--- config.mk ---
export PLATFORM = sky130hd
export DESIGN_NAME = serial_add16_ctrl
export DESIGN_NICKNAME = d
export VERILOG_FILES = /design/src/rtl/serial_add16_ctrl_pkg.sv /design/src/rtl/serial_add16_ctrl_adder4.sv /design/src/rtl/serial_add16_ctrl.sv
export SDC_FILE = /design/constraint.sdc
export NUM_CORES = 1
export LEC_CHECK = 0
export ABC_AREA = 1
export ABC_CLOCK_PERIOD_IN_PS = 6600
export BUFFER_PORTS_ARGS = -buffer_cell sky130_fd_sc_hd__buf_4
export CORE_UTILIZATION = 60
export DETAILED_ROUTE_END_ITERATION = 7
export PLACE_DENSITY = 0.87
export SYNTH_ARGS = -nofsm -noshare
export SYNTH_HDL_FRONTEND = slang
export SYNTH_SLANG_ARGS = --single-unit
--- constraint.sdc ---
create_clock -name clk -period 6.6 [get_ports clk]
set_input_delay 0.33 -clock clk [delete_from_list [all_inputs] [get_ports clk]]
set_output_delay 0.33 -clock clk [all_outputs]
set_load 0.03 [all_outputs]
--- src/rtl/serial_add16_ctrl_pkg.sv ---
// Shared constants for the nibble-serial add/sub controller: digit width and FSM encoding.
package serial_add16_ctrl_pkg;

  localparam int NIB_W = 4;

  localparam logic [1:0] ST_IDLE = 2'd0;
  localparam logic [1:0] ST_RUN  = 2'd1;
  localparam logic [1:0] ST_DONE = 2'd2;

endpackage

--- src/rtl/serial_add16_ctrl_adder4.sv ---
// 4-bit carry-lookahead adder; all carries derived directly from generate/propagate terms.
module adder4 (
  output logic [3:0] s,
  output logic       cout,
  input  logic [3:0] A,
  input  logic [3:0] B,
  input  logic       cin
);

  logic [3:0] g;
  logic [3:0] p;
  logic [3:0] c;

  assign g = A & B;
  assign p = A ^ B;

  assign c[0] = cin;
  assign c[1] = g[0] | (p[0] & cin);
  assign c[2] = g[1] | (p[1] & g[0]) | (p[1] & p[0] & cin);
  assign c[3] = g[2] | (p[2] & g[1]) | (p[2] & p[1] & g[0]) | (p[2] & p[1] & p[0] & cin);
  assign cout = g[3] | (p[3] & g[2]) | (p[3] & p[2] & g[1]) | (p[3] & p[2] & p[1] & g[0])
              | (p[3] & p[2] & p[1] & p[0] & cin);

  assign s = p ^ c;

endmodule

--- src/rtl/serial_add16_ctrl.sv ---
// Nibble-serial add/subtract: one shared 4-bit CLA processes one digit per clock, LSB first.
module serial_add16_ctrl
  import serial_add16_ctrl_pkg::*;
#(
  parameter int NIBBLES = 4
) (
  input  logic                       clk,
  input  logic                       rst_n,
  input  logic                       start_valid,
  output logic                       start_ready,
  input  logic [NIB_W*NIBBLES-1:0]   op_a,
  input  logic [NIB_W*NIBBLES-1:0]   op_b,
  input  logic                       sub,
  output logic                       res_valid,
  input  logic                       res_ready,
  output logic [NIB_W*NIBBLES-1:0]   result,
  output logic                       carry_out,
  output logic                       overflow,
  output logic                       zero
);

  localparam int W     = NIB_W * NIBBLES;
  localparam int IDX_W = $clog2(NIBBLES);
  localparam logic [IDX_W-1:0] IDX_LAST = IDX_W'(NIBBLES - 1);

  logic [1:0]       state;
  logic [W-1:0]     a_q;
  logic [W-1:0]     b_q;
  logic             carry_q;
  logic [IDX_W-1:0] idx;

  logic [NIB_W-1:0] a_nib;
  logic [NIB_W-1:0] b_nib;
  logic [NIB_W-1:0] sum_nib;
  logic             cout_nib;
  logic [W-1:0]     res_next;

  assign start_ready = (state == ST_IDLE);
  assign res_valid   = (state == ST_DONE);

  assign a_nib = a_q[idx*NIB_W +: NIB_W];
  assign b_nib = b_q[idx*NIB_W +: NIB_W];

  adder4 u_adder4 (
    .s    (sum_nib),
    .cout (cout_nib),
    .A    (a_nib),
    .B    (b_nib),
    .cin  (carry_q)
  );

  // Full-width view of the result including the digit being written this cycle,
  // so the flags on the final edge see every bit.
  always_comb begin
    res_next = result;
    res_next[idx*NIB_W +: NIB_W] = sum_nib;
  end

  always_ff @(posedge clk or negedge rst_n) begin
    if (!rst_n) begin
      state     <= ST_IDLE;
      a_q       <= '0;
      b_q       <= '0;
      carry_q   <= 1'b0;
      idx       <= '0;
      result    <= '0;
      carry_out <= 1'b0;
      overflow  <= 1'b0;
      zero      <= 1'b0;
    end else begin
      case (state)
        ST_IDLE: begin
          if (start_valid && start_ready) begin
            a_q     <= op_a;
            b_q     <= op_b ^ {W{sub}};
            carry_q <= sub;
            idx     <= '0;
            state   <= ST_RUN;
          end
        end
        ST_RUN: begin
          result  <= res_next;
          carry_q <= cout_nib;
          if (idx == IDX_LAST) begin
            state     <= ST_DONE;
            carry_out <= cout_nib;
            overflow  <= (a_q[W-1] == b_q[W-1]) && (res_next[W-1] != a_q[W-1]);
            zero      <= ~|res_next;
          end else begin
            idx <= idx + 1'b1;
          end
        end
        ST_DONE: begin
          if (res_ready) state <= ST_IDLE;
        end
        default: state <= ST_IDLE;
      endcase
    end
  end

endmodule

==> metrics.md, run 1 <==
| Metric | Value |
|---|---|
| Net Sw Power | `0.931 mW` |
| Io pins | `58` |
| Largest net degree at the start of global routing | `57` |
| Diodes inserted | `0` |
| Post-synthesis cell count | `390` |
| Pre-antenna DRT Iters | `4` |
| H-tree depth | `2` |
| Detailed-route vias per instance | `5.32` |
| Most frequent CP cell | `nand3_1` |
| Launch point of the worst path | `idx[0]$_DFFE_PN0P_` |
| Crit start category | `register` |
| Endpoint type of the worst setup path | `register` |
| Fraction of layout cells with a size suffix above 1 | `16.3%` |
| Largest area contributor in the netlist | `dfrtp_1` |
| Post-CTS resize count | `0` |
| Clock buffer count from CTS | `5` |
| CTS sink count | `56` |
| Vias in the first global route | `2394` |
| Die width | `73.2 µm` |
| Initial antenna violation count | `0` |
| Grt ovf | `0` |
| DR iter-0 viols | `196` |
| Routed WL | `6.48 mm` |
| FMAX | `0.307 GHz` |
| Remaining routing DRC violations | `0` |
| Relative slew slack | `54.0%` |
| Dominant cells by area after synthesis | `dfrtp_1 46%, nand2_1 16%, o21ai_0 7.9%` |
| Starting Density | `63.5%` |
| Port Buf Inserts | `57` |
| CP peak stage delay | `0.78 ns` |
| Outcome | `completed` |
| Tcrit/Tclk final | `49.3%` |
| Setup Fix Bufs, Post-CTS | `0` |
| P_int | `0.980 mW` |
| # fillers | `355` |
| Worst EP required | `6.86 ns` |
| Pwr dens | `531 mW/mm²` |
| Clock latency on the worst-skew pair | `0.31 ns` |
| Max Slew Vio Count | `0` |
| End of the critical path | `zero$_DFFE_PN0P_` |
| CP cell instances | `inv_1 > o21ai_0 > o22ai_1 > fa_1 > inv_1 > nand2_1 > and2_0 > a21oi_1 > nand3_1 > nor2_1 > nand3_1 > nor2_1 > nand3_1 > nand2_1` |
| Clock Tree Root | `clkbuf_8` |
| Avg Inst Size Synth | `7.79 µm²` |
| LEAKAGE | `1.85 nW` |
| First-pass GRT wire length | `10.6 mm` |
| Synthesized area | `0.00304 mm²` |
| Slowest cell on the critical path | `dfrtp_1` |
| RSZ-0062 raised after global routing | `no` |
| Clock share of power | `11.5%` |
| Die Footprint | `0.00535 mm²` |
| GR Util All Layers | `25.6%` |
| Finished Core Util | `75.2%` |
| Synth unique cells | `29` |
| CTS tree | `yes` |
| Worst-path fanout max | `25` |
| Fin nets | `489` |
| Final hold violations | `0` |
| Post-DRT Antenna Nets | `0` |
| Max cap viols | `0` |
| Switching Share | `48.7%` |
| R2r setup slk | `3.35 ns` |
| Register area | `0.00140 mm²` |
| Hpwl dp | `4.69 mm` |
| Syn. warnings | `0` |
| Worst EP arrival | `3.51 ns` |
| Yosys top cell area share | `46.1%` |
| WL/cell | `12.8 µm` |
| CTS Buffer Depth | `2` |
| Area occupied by multi-input gates | `0.00145 mm²` |
| Setup TNS | `0 ns` |
| Clock transition at the registers of the reported paths | `0.10 ns` |
| Reg-to-reg startpoint | `idx[0]$_DFFE_PN0P_` |
| Least-Margin Pin Slew | `0.689 ns` |
| Mapped Nets | `439` |
| Sequential share of power | `32.3%` |
| Synthesis-stage register bit count | `56` |
| Row cnt | `25` |
| Reg2Reg Depth | `14` |
| VDD IR max | `0.244 mV` |
| Sequential share of the synthesized area | `46.1%` |
| DIE HEIGHT | `73.2 µm` |
| Vias | `2702` |
| Cts hold-fix bufs | `0` |
| Core outline area | `0.00479 mm²` |
| Count of final setup violators | `0` |
| Gpl congestion | `0.881` |
| Min-delay worst type | `primary input to async pin` |
| Logic pwr share | `56.2%` |
| Final critical-path required period | `3.25 ns` |
| Worst R2R End | `zero$_DFFE_PN0P_` |
| Area Overhead vs Synth | `18.4%` |
| Clock Skew | `0.00572 ns` |
| Crit Path Class | `register to register` |
## state kept, by name (all words and copies together) (netlist names)
| signal | flops |
|---|---|
| carry_out | 1 |
| overflow | 1 |
| zero | 1 |
| carry_q | 1 |
| idx | 2 |
| b_q | 16 |
| state | 2 |
| a_q | 16 |
| result | 16 |
## power groups by stage
| stage | sequential, mW | clock (mW) | combinational, mW |
|---|---|---|---|
| 3_5_place_dp | 0.621 | 0 | 1.05 |
| 6_report | 0.618 | 0.219 | 1.07 |
| 2_1_floorplan | 0.648 | 0 | 0.745 |
| 4_1_cts | 0.616 | 0.221 | 1.07 |
| 5_1_grt | 0.632 | 0.235 | 1.21 |
| 3_3_place_gp | 0.616 | 0 | 1.02 |
## cell type report
| cell class | instances | share of cell area [%] |
|---|---|---|
| Multi-Input combinational cell | 286 | 40.2 |
| Sequential cell | 56 | 38.9 |
| Timing Repair Buffer | 58 | 12.1 |
| Inverter | 33 | 3.44 |
| Tap cell | 67 | 2.33 |
| Clock buffer | 6 | 2.02 |
| Clock inverter | 2 | 0.973 |
## metal layers
metal | wire length, µm | global-route usage, %
met4 | 85 | 7.63
met3 | 289 | 4.42
met1 | 2780 | 32.3
met2 | 3330 | 45.0
met5 | 0 | 0
## worst max-delay path, delay by kind of cell, from the launching register on
| kind | cells | cell delay, ns |
|---|---|---|
| adders and majority gates | 1 | 0.44 |
| AOI/OAI and AO/OA | 3 | 0.63 |
| DFF | 1 | 0.78 |
| and+or+nand+nor | 8 | 0.75 |
| buffers and inverters | 2 | 0.59 |
## cell usage after synthesis
| library cell | n |
|---|---|
| nand4_1 | 4 |
| a22oi_1 | 1 |
| clkbuf_1 | 6 |
| o22ai_1 | 10 |
| buf_1 | 1 |
| xnor2_1 | 16 |
| nor2_8 | 1 |
| o21ai_0 | 48 |
| nand2_2 | 2 |
| nand3_2 | 1 |
| nand2_1 | 127 |
| a31oi_1 | 3 |
| nor2_2 | 1 |
| and2_0 | 1 |
| ha_1 | 11 |
| o31ai_1 | 1 |
| nand3_1 | 12 |
| clkinv_1 | 1 |
| or2_0 | 1 |
| inv_2 | 1 |
| nand2_4 | 1 |
| buf_2 | 8 |
| a21oi_1 | 5 |
| fa_1 | 1 |
| o21ai_1 | 3 |
| dfrtp_1 | 56 |
| inv_1 | 31 |
| o21a_1 | 1 |
| nor2_1 | 35 |
## metrics by stage
stage          power (mW)  hold slack (ns)  instance area (µm²)  std cells  setup slack (ns)
2_1_floorplan        1.39           0.0344                 3040        390              4.00
5_1_grt              2.08            0.114                 3600        508              3.04
3_3_place_gp         1.63            0.410                 3490        500              3.63
3_5_place_dp         1.67            0.414                 3490        500              3.47
4_1_cts              1.90           0.0894                 3600        508              3.40
6_report             1.91           0.0457                 3600        508              3.35
## logic make-up after synthesis
group | share of synthesized area (%)
xor gates and xnor gates | 4.61
buffers and inverters | 6.26
AOI/OAI and AO/OA | 12.6
DFF | 46.1
and+or+nand+nor | 25.2
adders and majority gates | 5.19
## worst min-delay path by stage
stage / endpoint / depth (start not counted) / slack [ns] / startpoint
floorplan: a_q[0]$_DFFE_PN0P_ / 0 / 0.03 / rst_n
global placement: result[11]$_DFFE_PN0P_ / 1 / 0.41 / rst_n
detailed placement: result[3]$_DFFE_PN0P_ / 1 / 0.41 / rst_n
CTS: result[5]$_DFFE_PN0P_ / 1 / 0.09 / rst_n
global route: a_q[1]$_DFFE_PN0P_ / 1 / 0.11 / rst_n
finish: result[3]$_DFFE_PN0P_ / 1 / 0.05 / rst_n
## placed cells by master, fill, tap and decap left out, drive strengths merged, types with 10 or more instances in the layout
cell type    n
nand2      130
dfrtp       56
ha          11
o22ai       10
buf         58
inv         32
o21ai       51
xnor2       16
nor2        37
nand3       13
(Power assumes the default switching activity.)
==> run 2, diff against run 1 <==
--- a/config.mk
+++ b/config.mk
@@ -5,12 +5,12 @@
 export SDC_FILE = /design/constraint.sdc
 export NUM_CORES = 1
 export LEC_CHECK = 0
-export ABC_AREA = 1
-export ABC_CLOCK_PERIOD_IN_PS = 6600
+export ABC_AREA = 0
+export ABC_CLOCK_PERIOD_IN_PS = 3000
 export BUFFER_PORTS_ARGS = -buffer_cell sky130_fd_sc_hd__buf_4
-export CORE_UTILIZATION = 60
+export CORE_UTILIZATION = 55
 export DETAILED_ROUTE_END_ITERATION = 7
-export PLACE_DENSITY = 0.87
+export PLACE_DENSITY = 0.8
 export SYNTH_ARGS = -nofsm -noshare
 export SYNTH_HDL_FRONTEND = slang
 export SYNTH_SLANG_ARGS = --single-unit
==> constraint.sdc (replaced) <==
create_clock -name clk -period 3 [get_ports clk]
set_input_delay 0.15 -clock clk [delete_from_list [all_inputs] [get_ports clk]]
set_output_delay 0.15 -clock clk [all_outputs]
set_load 0.03 [all_outputs]
==> run 2 against run 1 <==
  * Die area increased by 7.1%
  * Sequential power rose by 120%
  * Non-clock buffer count rose by 5
  * Critical path depth fell by 7
  * Utilization fell by 6.3 points
  * Largest cell class unchanged
  * Clock power increased by 98%
  * Final cell count is 22% lower
  * Synthesized cell count shrank 31%
  * Largest power group unchanged
==> metrics.md, run 2 <==
| Metric | Value |
|---|---|
| Outcome | `completed` |
| Synthesized area | `0.00299 mm²` |
| Cell family with most CP delay | `compound AO/OA/AOI/OAI gates` |
| Reg-to-reg startpoint | `idx[0]$_DFFE_PN0P_` |
| Least-Margin Pin Slew | `0.861 ns` |
| Endpoint type of the worst setup path | `register` |
| Critical path buffers and inverters | `0` |
| Crit Path Class | `register to register` |
| Row cnt | `26` |
| RSZ-0062 raised after global routing | `no` |
| Routed WL | `5.99 mm` |
| Final hold violations | `0` |
| Sequential share of the synthesized area | `46.9%` |
| Core outline area | `0.00517 mm²` |
| Yosys top cell area share | `46.9%` |
| H-tree depth | `2` |
| Post-synth EDFFs | `0` |
| Worst EP arrival | `2.88 ns` |
| Top FF cell, synth | `dfrtp_1` |
| Clock latency on the worst-skew pair | `0.31 ns` |
| Largest area contributor in the netlist | `dfrtp_1` |
| Crit start category | `register` |
| Max Slew Vio Count | `0` |
| Min-Delay Startpoint | `op_a[9]` |
| Count of final setup violators | `0` |
| R2r setup slk | `0.32 ns` |
| Fraction of layout cells with a size suffix above 1 | `32.4%` |
| Finished Core Util | `68.9%` |
| CTS Buffer Depth | `2` |
| Met2 Track Usage GR | `36.6%` |
| Slowest cell on the critical path | `mux4_2` |
| Vias in the first global route | `2068` |
| GR Util All Layers | `23.4%` |
| Avg Inst Size Synth | `11.1 µm²` |
| Final critical-path required period | `2.68 ns` |
| Worst R2R End | `zero$_DFFE_PN0P_` |
| Remaining routing DRC violations | `0` |
| Area Overhead vs Synth | `19.3%` |
| Gpl congestion | `0.843` |
| Reg2Reg Depth | `7` |
| Pre-antenna DRT Iters | `4` |
| WL/cell | `15.1 µm` |
| Most frequent cells in the layout | `61 x buf_4, 55 x dfrtp_1, 27 x nand2_1, 25 x nor2_1, 23 x a21oi_1` |
| Setup Fix Bufs, Post-CTS | `0` |
| CTS tree | `yes` |
| Initial antenna violation count | `0` |
| Count leader, synth | `dfrtp_1` |
| Fin nets | `375` |
| Dominant cells by area after synthesis | `dfrtp_1 47%, mux2_2 6.4%, mux4_2 6.0%` |
| First-pass GRT wire length | `9.78 mm` |
| Post-synthesis cell count | `270` |
| Hold Path Sink | `a_q[9]$_DFFE_PN0P_` |
| Mapped Nets | `319` |
| Async SR Flop Fraction | `100%` |
| Worst hold path cell count | `2` |
| Diodes inserted | `0` |
| CTS sink count | `56` |
| Io pins | `58` |
| LEAKAGE | `1.58 nW` |
| Relative slew slack | `42.6%` |
| DR iter-0 viols | `281` |
| VDD IR max | `0.775 mV` |
| Pwr dens | `1260 mW/mm²` |
| Biggest regs | `a_q: 16 flops, b_q: 16 flops, result: 16 flops` |
| Hpwl dp | `4.44 mm` |
| Starting Density | `57.8%` |
| Vias | `2219` |
| Detailed-route vias per instance | `5.59` |
| Port Buf Inserts | `57` |
| Synthesis-stage register bit count | `56` |
| GR peak layer | `met2` |
| DIE HEIGHT | `75.7 µm` |
| FMAX | `0.373 GHz` |
| Syn. warnings | `0` |
| Max cap viols | `0` |
| Clock buffer count from CTS | `5` |
| Global-route track usage on met1 | `32.1%` |
| Synth unique cells | `46` |
| Post-DRT Antenna Nets | `0` |
| Die width | `75.7 µm` |
| GR Layer Usage met3 | `6.75%` |
| Worst-path fanout max | `8` |
| Synth cell count leaders | `56 x dfrtp_1, 27 x nand2_1, 25 x nor2_1` |
| CP cell instances | `mux4_2 > ha_1 > a41o_1 > a21oi_2 > xnor2_2 > o21ai_1 > a32o_2` |
| Grt ovf | `0` |
| Clock Skew | `0.00759 ns` |
| CP peak stage delay | `0.54 ns` |
| Setup TNS | `0 ns` |
| Die Footprint | `0.00573 mm²` |
| Tcrit/Tclk final | `89.3%` |
| Clock transition at the registers of the reported paths | `0.10 ns` |
| Commonest non-fill, non-tap cell in the layout | `buf_4` |
| Worst EP required | `3.20 ns` |
| Largest net degree at the start of global routing | `57` |
| Min-delay worst type | `primary input to register` |
| Clock Tree Root | `clkbuf_8` |
==> run 2: changes by cell type after synthesis, sizes merged, moves of 7 or more <==
cell,delta
nand2,-103
mux4,+8
a21oi,+19
nand3,-12
mux2,+17
o22ai,-8
o21ai,-38
inv,-24
a22o,+7
nor2,-12
==> run 2: routing by layer <==
layer  share of wire, %  routed length, µm  up-vias
met5                  0                  0        -
met2                 50               3010       83
met1                 43               2560     1064
met3                6.4                382        2
li1                   -                  -     1070
met4               0.52                 31        0
==> run 2: what timing repair did <==
item                                   in CTS  in global routing
hold buffers                                1                  1
gates resized for setup                     0                  1
endpoints found under the hold margin      56                  1
setup endpoints to repair                   0                  1
==> run 2: cell families (layout without fill, tap and decap cells) <==
group	count (synthesis)	after routing	share of synthesized area (%)
simple gates	69	69	10.6
compound gates	63	63	13.8
flops	56	56	46.9
mux	27	27	13.1
buf+inv	22	79	3.98
xor+xnor	21	21	6.40
fa+ha+maj	12	12	5.27
==> run 2: layout make-up <==
type	count	area, µm²
clock inverter	2	15.0
multi-input combinational	192	1470
sequential	56	1400
timing repair buffer	63	478
tap	70	87.6
fill	408	1610
clock buffer	6	82.6
inverter	8	30.0
==> run 2: how the worst max path moves through the flow <==
stage                       startpoint              endpoint  slack (ns)  cells past startpoint
floorplan           idx[0]$_DFFE_PN0P_      zero$_DFFE_PN0P_        0.21                     10
global placement    idx[0]$_DFFE_PN0P_      zero$_DFFE_PN0P_        0.31                      7
detailed placement  idx[0]$_DFFE_PN0P_      zero$_DFFE_PN0P_        0.18                      7
CTS                 idx[0]$_DFFE_PN0P_      zero$_DFFE_PN0P_        0.16                      7
global route        idx[0]$_DFFE_PN0P_  overflow$_DFFE_PN0P_        0.17                      7
finish              idx[0]$_DFFE_PN0P_      zero$_DFFE_PN0P_        0.32                      7
==> run 2: report_power, final <==
group	switching [mW]	leakage, nW	internal, mW
clock network	0.246	0.0434	0.187
logic	1.55	0.856	1.16
registers	0.266	0.682	1.08
==> run 2: stage by stage <==
stage	cells	worst slack, ns	instance area [µm²]	power (mW)	hold slack (ns)
finish	397	0.322	3560	4.48	0.0635
global route	397	0.170	3560	4.82	0.0453
CTS	396	0.162	3550	4.49	0.00967
detailed placement	387	0.183	3450	4.04	0.240
global placement	387	0.309	3450	3.94	0.233
floorplan	270	0.207	2990	3.38	-0.146
==> run 3, diff against run 2 <==
--- a/config.mk
+++ b/config.mk
@@ -9,6 +9,7 @@
 export ABC_CLOCK_PERIOD_IN_PS = 3000
 export BUFFER_PORTS_ARGS = -buffer_cell sky130_fd_sc_hd__buf_4
 export CORE_UTILIZATION = 55
+export CTS_BUF_LIST = sky130_fd_sc_hd__clkbuf_16
 export DETAILED_ROUTE_END_ITERATION = 7
 export PLACE_DENSITY = 0.8
 export SYNTH_ARGS = -nofsm -noshare
==> run 3 against run 2 <==
  * Die area did not move
  * Flip-flop and latch count unchanged
  * Largest cell class unchanged
  * Global-route usage is 0.16 points lower
  * Total power grew 3.8%
==> metrics.md, run 3 (synthesis results as in run 2) <==
| Metric | Value |
|---|---|
| Outcome | `completed` |
| Area occupied by multi-input gates | `0.00147 mm²` |
| Net Sw Power | `2.11 mW` |
| Worst EP required | `3.18 ns` |
| Least-Margin Pin Slew | `0.856 ns` |
| Hpwl dp | `4.44 mm` |
| WL/cell | `15.5 µm` |
| Post-place instance area | `0.00345 mm²` |
| Detailed-route vias per instance | `5.65` |
| Register area | `0.00140 mm²` |
| Port Buf Inserts | `57` |
| P_int | `2.54 mW` |
| Fin nets | `374` |
| Clock transition at the registers of the reported paths | `0.07 ns` |
| VDD IR max | `0.835 mV` |
| Crit Path Class | `register to register` |
| Biggest regs | `a_q: 16 flops, b_q: 16 flops, result: 16 flops` |
| Die Footprint | `0.00573 mm²` |
| Relative slew slack | `42.9%` |
| Finished Core Util | `69.6%` |
| Clock latency on the worst-skew pair | `0.29 ns` |
| Starting Density | `57.8%` |
| Sequential share of power | `29.0%` |
| GR Util All Layers | `23.3%` |
| Commonest non-fill, non-tap cell in the layout | `buf_4` |
| Vias | `2239` |
| LEAKAGE | `1.60 nW` |
| Post-DRT Antenna Nets | `0` |
| Final hold violations | `0` |
| PnR worst setup slack | `0.186 ns` |
| Largest net degree at the start of global routing | `57` |
| Worst EP arrival | `2.99 ns` |
| CTS sink count | `56` |
| Setup TNS | `0 ns` |
| H-tree depth | `2` |
| Setup Fix Bufs, Post-CTS | `0` |
| Die width | `75.7 µm` |
| Routed WL | `6.12 mm` |
| First-pass GRT wire length | `9.86 mm` |
| DIE HEIGHT | `75.7 µm` |
| Clock share of power | `12.2%` |
| DR iter-0 viols | `185` |
| CP peak stage delay | `0.62 ns` |
| Final critical-path required period | `2.81 ns` |
| Cell family with most CP delay | `compound AO/OA/AOI/OAI gates` |
| Clock Skew | `0.00454 ns` |
| Worst-path fanout max | `8` |
| Switching Share | `45.3%` |
| Logic pwr share | `58.8%` |
| Min-delay worst type | `primary input to register` |
| Pre-antenna DRT Iters | `4` |
| Max Slew Vio Count | `0` |
| CP cell instances | `mux4_2 > ha_1 > a41o_1 > a21oi_2 > xnor2_2 > o21ai_1 > a32o_2` |
| Io pins | `58` |
| Tcrit/Tclk final | `93.8%` |
| Fraction of layout cells with a size suffix above 1 | `31.9%` |
| Endpoint type of the worst setup path | `register` |
| Tot Pwr | `4.65 mW` |
| Pwr dens | `1290 mW/mm²` |
| Gpl congestion | `0.843` |
| Vias in the first global route | `2116` |
| Clock buffer count from CTS | `5` |
| Hold WS | `0.0406 ns` |
| Diodes inserted | `0` |
| Placed insts | `387` |
| Most frequent cells in the layout | `61 x buf_4, 56 x dfrtp_1, 27 x nand2_1, 25 x nor2_1, 23 x a21oi_1` |
| FMAX | `0.355 GHz` |
| CTS Buffer Depth | `2` |
| Slowest cell on the critical path | `dfrtp_1` |
| Grt ovf | `0` |
| Core outline area | `0.00517 mm²` |
| Initial antenna violation count | `0` |
| Count of final setup violators | `0` |
| Row cnt | `26` |
| # fillers | `396` |
| Worst slack, placed | `0.183 ns` |
| Max cap viols | `0` |
| Post-Layout Cell Count | `396` |
| Final instance area | `0.00360 mm²` |
| Clock Tree Root | `clkbuf_16` |
| Area Overhead vs Synth | `20.4%` |
| Crit start category | `register` |
| Post-CTS resize count | `0` |
| RSZ-0062 raised after global routing | `no` |
| Remaining routing DRC violations | `0` |
| Critical path buffers and inverters | `0` |
| CTS tree | `yes` |
run 3: layout make-up:
type / count / area share, %
Timing Repair Buffer: 62 / 13.0
Clock inverter: 3 / 0.521
Clock buffer: 5 / 3.48
Inverter: 8 / 0.834
Tap cell: 70 / 2.43
Sequential cell: 56 / 38.9
Multi-Input combinational cell: 192 / 40.8
run 3: timing repair:
item,4_1_cts,5_1_grt
hold buffers,1,0
hold endpoints to repair,56,0
setup endpoints to repair,0,0
run 3: path summary, 6_finish.rpt:
| kind | to | slack [ns] | from | cells after the start |
|---|---|---|---|---|
| worst max-delay path | zero$_DFFE_PN0P_ | 0.19 | idx[0]$_DFFE_PN0P_ | 7 |
| worst min-delay path | state[1]$_DFFE_PN0P_ | 0.04 | res_ready | 2 |
| worst max register to register | zero$_DFFE_PN0P_ | 0.19 | idx[0]$_DFFE_PN0P_ | 7 |
| worst min register to register | carry_out$_DFFE_PN0P_ | 0.48 | carry_out$_DFFE_PN0P_ | 2 |
| max in group asynchronous | result[4]$_DFFE_PN0P_ | 2.07 | rst_n | 2 |
| min in group asynchronous | result[6]$_DFFE_PN0P_ | 0.44 | rst_n | 2 |
run 3: metal layers:
layer  vias to the layer above  part of all wire, %  global-route usage [%]
met3                         9                  4.5                    4.37
met4                         0                  1.4                    7.20
met1                      1104                   44                    31.0
li1                       1065                    -                       -
met2                        61                   51                    39.0
met5                         -                    0                       0
run 3: worst register-to-register path, cell delays in order, from the launching register on:
cell,delay [ns]
dfrtp_1,0.62
mux4_2,0.57
ha_1,0.41
a41o_1,0.29
a21oi_2,0.18
xnor2_2,0.22
o21ai_1,0.14
a32o_2,0.27
run 3: power groups by stage:
stage	Clock, mW	Combinational (mW)	Sequential (mW)
floorplan	0	2.01	1.37
global placement	0	2.59	1.36
global route	0.609	2.96	1.39
detailed placement	0	2.68	1.37
finish	0.566	2.74	1.35
CTS	0.577	2.72	1.35
